[src/rtl/window3x3_stream_pkg.sv]
// Shared definitions for the 3x3 window engine: filter modes, FSM encoding
// and the result clamp.
package win3x3_pkg;

    localparam logic [1:0] MODE_PASS = 2'd0;
    localparam logic [1:0] MODE_BOX  = 2'd1;
    localparam logic [1:0] MODE_LAP  = 2'd2;
    localparam logic [1:0] MODE_MAX  = 2'd3;

    typedef enum logic [1:0] {
        IDLE = 2'd0,
        RUN  = 2'd1,
        DONE = 2'd2
    } state_t;

    // Saturate a signed intermediate into the unsigned range [0, 2^dw-1].
    function automatic logic [31:0] clamp(input logic signed [31:0] v, input int unsigned dw);
        logic [31:0] max_v;
        max_v = (32'd1 << dw) - 32'd1;
        if (v < 0)
            return 32'd0;
        else if ($unsigned(v) > max_v)
            return max_v;
        else
            return $unsigned(v);
    endfunction

endpackage

[src/rtl/window3x3_stream_line_buffer.sv]
// Single line delay: shifts one pixel per enable, output is the pixel written
// DEPTH enables earlier. Contents are deliberately not reset.
module line_buffer #(
    parameter int DEPTH = 16,
    parameter int WIDTH = 8
) (
    input  logic             clk,
    input  logic             en,
    input  logic [WIDTH-1:0] din,
    output logic [WIDTH-1:0] dout
);

    logic [WIDTH-1:0] mem [DEPTH];

    always_ff @(posedge clk) begin
        if (en) begin
            mem[0] <= din;
            for (int i = 1; i < DEPTH; i++)
                mem[i] <= mem[i-1];
        end
    end

    assign dout = mem[DEPTH-1];

endmodule

[src/rtl/window3x3_stream.sv]
// Streaming 3x3 neighbourhood engine with mode-selected filter output.
// Optional frame statistics ports are enabled by defining WINDOW3X3_STATS_EN.
//
// state | meaning
// IDLE  | waiting for start, pix_ready low
// RUN   | accepting the frame's pixels
// DONE  | one cycle, complete pulse coincides with the last window
module window3x3_stream
    import win3x3_pkg::*;
#(
    parameter int DATA_W = 8,
    parameter int IMG_W  = 16,
    parameter int IMG_H  = 16,
    localparam int CW    = $clog2(IMG_W),
    localparam int RW    = $clog2(IMG_H)
) (
    input  logic                  clk,
    input  logic                  reset,
    input  logic                  start,
    input  logic [1:0]            mode,
    input  logic [DATA_W-1:0]     pix_in,
    input  logic                  pix_valid,
    output logic                  pix_ready,
    output logic [9*DATA_W-1:0]   win_flat,
    output logic                  win_valid,
    output logic [DATA_W-1:0]     result,
    output logic [CW-1:0]         win_x,
    output logic [RW-1:0]         win_y,
`ifdef WINDOW3X3_STATS_EN
    output logic [DATA_W-1:0]     frame_min,
    output logic [DATA_W-1:0]     frame_max,
`endif
    output logic                  busy,
    output logic                  complete
);

    localparam int ACC_W = DATA_W + 5;

    state_t              state, state_nx;
    logic [CW-1:0]       x;
    logic [RW-1:0]       y;
    logic [1:0]          mode_q;
    logic                accept;
    logic                last_pix;
    logic [DATA_W-1:0]   lb0_q, lb1_q;
    logic [DATA_W-1:0]   col_a [3];
    logic [DATA_W-1:0]   col_b [3];
    logic [DATA_W-1:0]   w [9];
    logic [9*DATA_W-1:0] flat_c;
    logic signed [ACC_W-1:0] sum, w4e, filt;
    logic [DATA_W-1:0]   mx;
    logic signed [31:0]  filt32;

    assign accept   = pix_valid && (state == RUN);
    assign last_pix = accept && (x == CW'(IMG_W-1)) && (y == RW'(IMG_H-1));

    assign pix_ready = (state == RUN);
    assign busy      = (state == RUN);
    assign complete  = (state == DONE);

    always_ff @(posedge clk) begin
        if (reset)
            state <= IDLE;
        else
            state <= state_nx;
    end

    always_comb begin
        state_nx = state;
        case (state)
            IDLE:    if (start) state_nx = RUN;
            RUN:     if (last_pix) state_nx = DONE;
            DONE:    state_nx = IDLE;
            default: state_nx = IDLE;
        endcase
    end

    // lb0 delays the stream by one row, lb1 by two.
    line_buffer #(.DEPTH(IMG_W), .WIDTH(DATA_W)) u_lb0 (
        .clk (clk),
        .en  (accept),
        .din (pix_in),
        .dout(lb0_q)
    );

    line_buffer #(.DEPTH(IMG_W), .WIDTH(DATA_W)) u_lb1 (
        .clk (clk),
        .en  (accept),
        .din (lb0_q),
        .dout(lb1_q)
    );

    // Two previous columns per row; the incoming column completes the window.
    always_ff @(posedge clk) begin
        if (accept) begin
            for (int r = 0; r < 3; r++)
                col_a[r] <= col_b[r];
            col_b[0] <= lb1_q;
            col_b[1] <= lb0_q;
            col_b[2] <= pix_in;
        end
    end

    always_comb begin
        w[0] = col_a[0];
        w[1] = col_b[0];
        w[2] = lb1_q;
        w[3] = col_a[1];
        w[4] = col_b[1];
        w[5] = lb0_q;
        w[6] = col_a[2];
        w[7] = col_b[2];
        w[8] = pix_in;
        flat_c = '0;
        for (int i = 0; i < 9; i++)
            flat_c[DATA_W*i +: DATA_W] = w[i];
    end

    always_comb begin
        sum = '0;
        mx  = w[0];
        for (int i = 0; i < 9; i++) begin
            sum = sum + $signed({5'b0, w[i]});
            if (w[i] > mx)
                mx = w[i];
        end
        w4e = $signed({5'b0, w[4]});
        case (mode_q)
            MODE_PASS: filt = w4e;
            MODE_BOX:  filt = sum >>> 3;
            MODE_LAP:  filt = (w4e <<< 3) - (sum - w4e);
            default:   filt = $signed({5'b0, mx});
        endcase
        filt32 = {{(32-ACC_W){filt[ACC_W-1]}}, filt};
    end

    always_ff @(posedge clk) begin
        if (reset) begin
            x         <= '0;
            y         <= '0;
            mode_q    <= MODE_PASS;
            win_valid <= 1'b0;
            win_flat  <= '0;
            result    <= '0;
            win_x     <= '0;
            win_y     <= '0;
        end else begin
            win_valid <= 1'b0;
            if (state == IDLE && start) begin
                x      <= '0;
                y      <= '0;
                mode_q <= mode;
            end
            if (accept) begin
                if (x == CW'(IMG_W-1)) begin
                    x <= '0;
                    y <= (y == RW'(IMG_H-1)) ? '0 : y + RW'(1);
                end else begin
                    x <= x + CW'(1);
                end
                // Windows only form once two full columns and rows are behind us.
                if (x >= CW'(2) && y >= RW'(2)) begin
                    win_valid <= 1'b1;
                    win_flat  <= flat_c;
                    result    <= DATA_W'(clamp(filt32, DATA_W));
                    win_x     <= x - CW'(1);
                    win_y     <= y - RW'(1);
                end
            end
        end
    end

`ifdef WINDOW3X3_STATS_EN
    always_ff @(posedge clk) begin
        if (reset) begin
            frame_min <= '0;
            frame_max <= '0;
        end else if (state == IDLE && start) begin
            frame_min <= '1;
            frame_max <= '0;
        end else if (accept) begin
            if (pix_in < frame_min) frame_min <= pix_in;
            if (pix_in > frame_max) frame_max <= pix_in;
        end
    end
`endif

endmodule
[config.mk]
export PLATFORM = sky130hd
export DESIGN_NAME = window3x3_stream
export DESIGN_NICKNAME = d
export VERILOG_FILES = /design/src/rtl/window3x3_stream_pkg.sv /design/src/rtl/window3x3_stream_line_buffer.sv /design/src/rtl/window3x3_stream.sv
export SDC_FILE = /design/constraint.sdc
export NUM_CORES = 1
export LEC_CHECK = 0
export ABC_AREA = 1
export CORE_ASPECT_RATIO = 0.9
export CORE_MARGIN = 2
export CORE_UTILIZATION = 50
export CTS_BUF_LIST = sky130_fd_sc_hd__clkbuf_4 sky130_fd_sc_hd__clkbuf_8
export DETAILED_ROUTE_END_ITERATION = 10
export PLACE_DENSITY = 0.69
export REMOVE_ABC_BUFFERS = 1
export SETUP_SLACK_MARGIN = 0.05
export SKIP_CTS_REPAIR_TIMING = 1
export SYNTH_ARGS = -nofsm -noshare
export SYNTH_HDL_FRONTEND = slang
export SYNTH_HIERARCHICAL = 1
export SYNTH_SLANG_ARGS = --single-unit
[constraint.sdc]
create_clock -name clk -period 20.1 [get_ports clk]
set_input_delay 2.01 -clock clk [delete_from_list [all_inputs] [get_ports clk]]
set_output_delay 2.01 -clock clk [all_outputs]
set_load 0.03 [all_outputs]
==> impl_summary.txt <==
----------------------------------------------------
[Cells and area]
  Layout overhead on the synthesized area ... 15.8%
  Share of layout cells above drive strength 1 ... 9.96%
  Area taken by multi-input logic gates ... 5750 sq um
  Final std cell area, no fill ... roughly 21000 sq um
  Core occupancy in the finished layout ... roughly three fifths
  Fillers ... approximately 2900
  Number of nets in the layout ... approximately 1800
  Number of diodes added for antenna fixing ... 0
  Sequential cell area ... 11200 sq um
  Non-filler cells in the finished layout ... roughly 2200

[Detailed routing]
  Vias ... ~11000
  Number of iterations in the first detailed-routing pass ... 5
  DRT antenna net count ... 0
  Count of routing violations after the opening detailed-route iteration ... a little over 900
  Detailed-route wire length per cell ... between 15 and 20 um
  Average vias per placed instance ... around 5.2
  Wire length after detailed routing ... ~39000 um
  Remaining routing DRC violations ... 0

[CTS]
  Number of CTS-inserted buffers ... between 60 and 70
  Clock Tree Root ... sky130_fd_sc_hd__clkbuf_8
  Longest Clk Path Bufs ... 3
  CTS tree ... yes
  Clock transition at the registers of the reported paths ... roughly 0.070 ns
  Number of levels in the clock H-tree ... 2
  Total number of clock tree sinks ... 405
  Clock latency of the later-clocked register in the worst-skew pair ... 0.63 ns

[Setup path]
  Data required time of the critical path ... about 20 ns
  R2r worst-path depth ... roughly 70
  Stage delay of the slowest cell on the critical path ... slightly above 0.5 ns
  Critical path's slowest cell ... sky130_fd_sc_hd__edfxtp_1
  Data arrival time at the worst-slack endpoint ... ~13 ns
  Worst Setup EP ... result[6]
  R2R Setup Slk ... about 7.6 ns
  Cell seen most often among critical-path stages ... sky130_fd_sc_hd__nand2_1
  Top delay family on crit path ... simple AND/OR/NAND/NOR gates
  CP startpoint ... col_b[0][7]
  Largest fanout on the critical path ... 16
  Capturing element type of the critical path ... register
  Worst Path Buf+Inv ... 4
  Depth of the critical timing path with buffers and inverters included ... slightly below 70
  Worst reg2reg path endpoint ... result[6]
  Crit Path Category ... reg2reg
  Critical Path Source Type ... register
  Launch instance of the worst register-to-register path ... col_b[0][7]

[Place]
  Number of instances in the placed design ... 2050
  DP Worst Slack ... roughly 7.9 ns
  Final estimated routing congestion in global placement ... 0.895
  HPWL after detailed placement ... between 20000 and 30000 um
  Area post-placement ... roughly 19000 sq um
  Count of buffers inserted at the top-level ports ... 105

[Logic synthesis]
  Cell Area, Synth ... approximately 18000 sq um
  Ys Warns ... 6
  Count of flip-flops with a built-in enable after synthesis ... ~300
  Proportion of netlist area held by the largest area contributor ... slightly above 50%
  Compound-Gate Fraction of Synth Area ... just under 9%
  Mean instance size in the synthesized netlist ... approximately 12 sq um
  Share of cell area taken by muxes after synthesis ... 0%
  Dominant combinational cell family by area after synthesis ... adder cells
  #FFs+latches synth ... just over 400
  Ranking of synthesized cells by instance count ... sky130_fd_sc_hd__edfxtp_1 (304), sky130_fd_sc_hd__inv_1 (223), sky130_fd_sc_hd__nand2_1 (210)
  XOR/XNOR Fraction of Synth Area ... 0.729%
  Yosys top cell by area ... sky130_fd_sc_hd__edfxtp_1
  Top cells by area in the synthesized netlist ... sky130_fd_sc_hd__edfxtp_1 (51%), sky130_fd_sc_hd__dfxtp_1 (11%), sky130_fd_sc_hd__fa_1 (6.7%), sky130_fd_sc_hd__ha_1 (6.3%), sky130_fd_sc_hd__inv_1 (4.6%)
  Register area share after synthesis ... a little over 60%
  Proportion of register bits with asynchronous set or reset after synthesis ... 0%
  Basic-gate share of the synthesized area counting and, or, nand and nor cells ... under 10%
  Count of distinct cell types in the synthesized netlist ... 43
  Most common flop cell mapped by yosys ... sky130_fd_sc_hd__edfxtp_1
  Most frequently used cell type in the post-synthesis netlist ... sky130_fd_sc_hd__edfxtp_1
  Mapped Cells ... roughly 1500
  Share of synthesized cell area in full adder, half adder and majority cells ... approximately 13%

[Floorplanning]
  Floorplan die width ... 204 um
  Starting utilization of the core area ... between 50% and 60%
  Floorplan core area ... 35300 sq um
  Total die area ... ~38000 sq um
  Standard-cell row count ... 65
  Die Ht ... between 150 and 200 um
  Ports ... around 110

[STA]
  Achievable frequency ... ~0.08 GHz
  Accumulated negative setup slack ... 0 ns
  Worst slew margin relative to its limit ... a little under a third
  Clock period minus worst slack ... 12.52 ns
  Post-route clock skew ... between 0.02 and 0.03 ns
  Hold_ws ... between 0.4 and 0.5 ns
  Worst-Margin Slew ... a little over 1 ns
  Worst setup margin ... between 7 and 8 ns
  Total of endpoints with negative setup slack in the final report ... 0
  Fraction of the cycle the final worst path needs ... between 60 and 70%
  Final Hold Vio Count ... 0
  RSZ-0062 raised after global routing ... false
  Slew Limit Fails ... 0

[Run status]
  Result of the run ... finished, final reports clean

[Job]
  Max Cap Violations ... 0

[GRT]
  All-Layer GR Usage ... between 20% and 30%
  First-pass GRT wire length ... roughly 60000 um
  Final global-route overflow total ... 0
  Largest net degree at the start of global routing ... 200
  Vias in the first global route ... 10700
  Initial antenna violation count ... 1

[Power]
  Largest voltage drop on the vdd net ... just over 0.09 mV
  Ratio of total power to cell area ... about 130 nW/um^2
  Power after layout ... 2.69 mW
  Leakage power total ... 7.97 nW

[Worst hold path]
  Classification of the worst-slack hold path ... reg2reg

----------------------------------------------------
==> cell families (layout without fill, tap and decap cells) <==
logic type / after synthesis / after routing
DFF: 405 / 405
adders and majority gates: 151 / 151
buffers and inverters: 280 / 456
and+or+nand+nor: 372 / 372
AOI/OAI and AO/OA: 298 / 298
xor gates and xnor gates: 15 / 15
==> how the worst min path moves through the flow <==
stage	slack, ns	startpoint	cells past startpoint	endpoint
final	0.41	u_lb0/mem[3][4]	0	u_lb0/mem[3][12]
after global routing	0.42	u_lb0/mem[2][7]	0	u_lb0/mem[2][15]
after global placement	0.40	u_lb0/mem[7][4]	0	u_lb0/mem[7][12]
after floorplan	0.40	u_lb0/mem[0][2]	0	u_lb0/mem[0][10]
after CTS	0.41	u_lb0/mem[3][4]	0	u_lb0/mem[3][12]
after detailed placement	0.40	u_lb0/mem[1][11]	0	u_lb0/mem[2][3]
==> routing by layer <==
metal	global-route usage [%]	wire length (um)	vias to the layer above
met5	0	0	-
met4	5.94	766	0
met3	4.64	2770	56
met2	30.0	16100	354
met1	32.3	18900	5393
li1	-	-	5412
==> registers in the layout, indices dropped and copies added (netlist names) <==
signal / count
state: 2
win_flat: 72
u_lb1/mem: 128
col_a: 24
u_lb0/mem: 128
win_valid: 1
win_x: 4
win_y: 4
y: 4
x: 4
result: 8
mode_q: 2
col_b: 24
==> final cells by class <==
| class | instances | area share, % |
|---|---|---|
| Sequential cell | 405 | 53.4 |
| Multi-Input combinational cell | 836 | 27.6 |
| Clock buffer | 96 | 5.73 |
| Timing Repair Buffer | 113 | 5.38 |
| Inverter | 227 | 4.12 |
| Tap cell | 469 | 2.81 |
| Clock inverter | 20 | 0.959 |
==> layout by cell type, fill, tap and decap left out, drive strengths merged, types with 15 or more instances in the layout <==
master         count
a21oi            133
edfxtp           304
clkdlybuf4s50    105
nor2              53
dfxtp            101
nand3             57
clkbuf            96
o21ai            137
inv              228
ha                91
clkinv            15
fa                60
nand2            235
==> power breakdown <==
part           total [mW]  switching (mW)  internal (mW)
Clock               0.735           0.315          0.420
Combinational        1.02           0.639          0.377
Sequential          0.939          0.0158          0.923
Power figures use the tool's default switching activity.
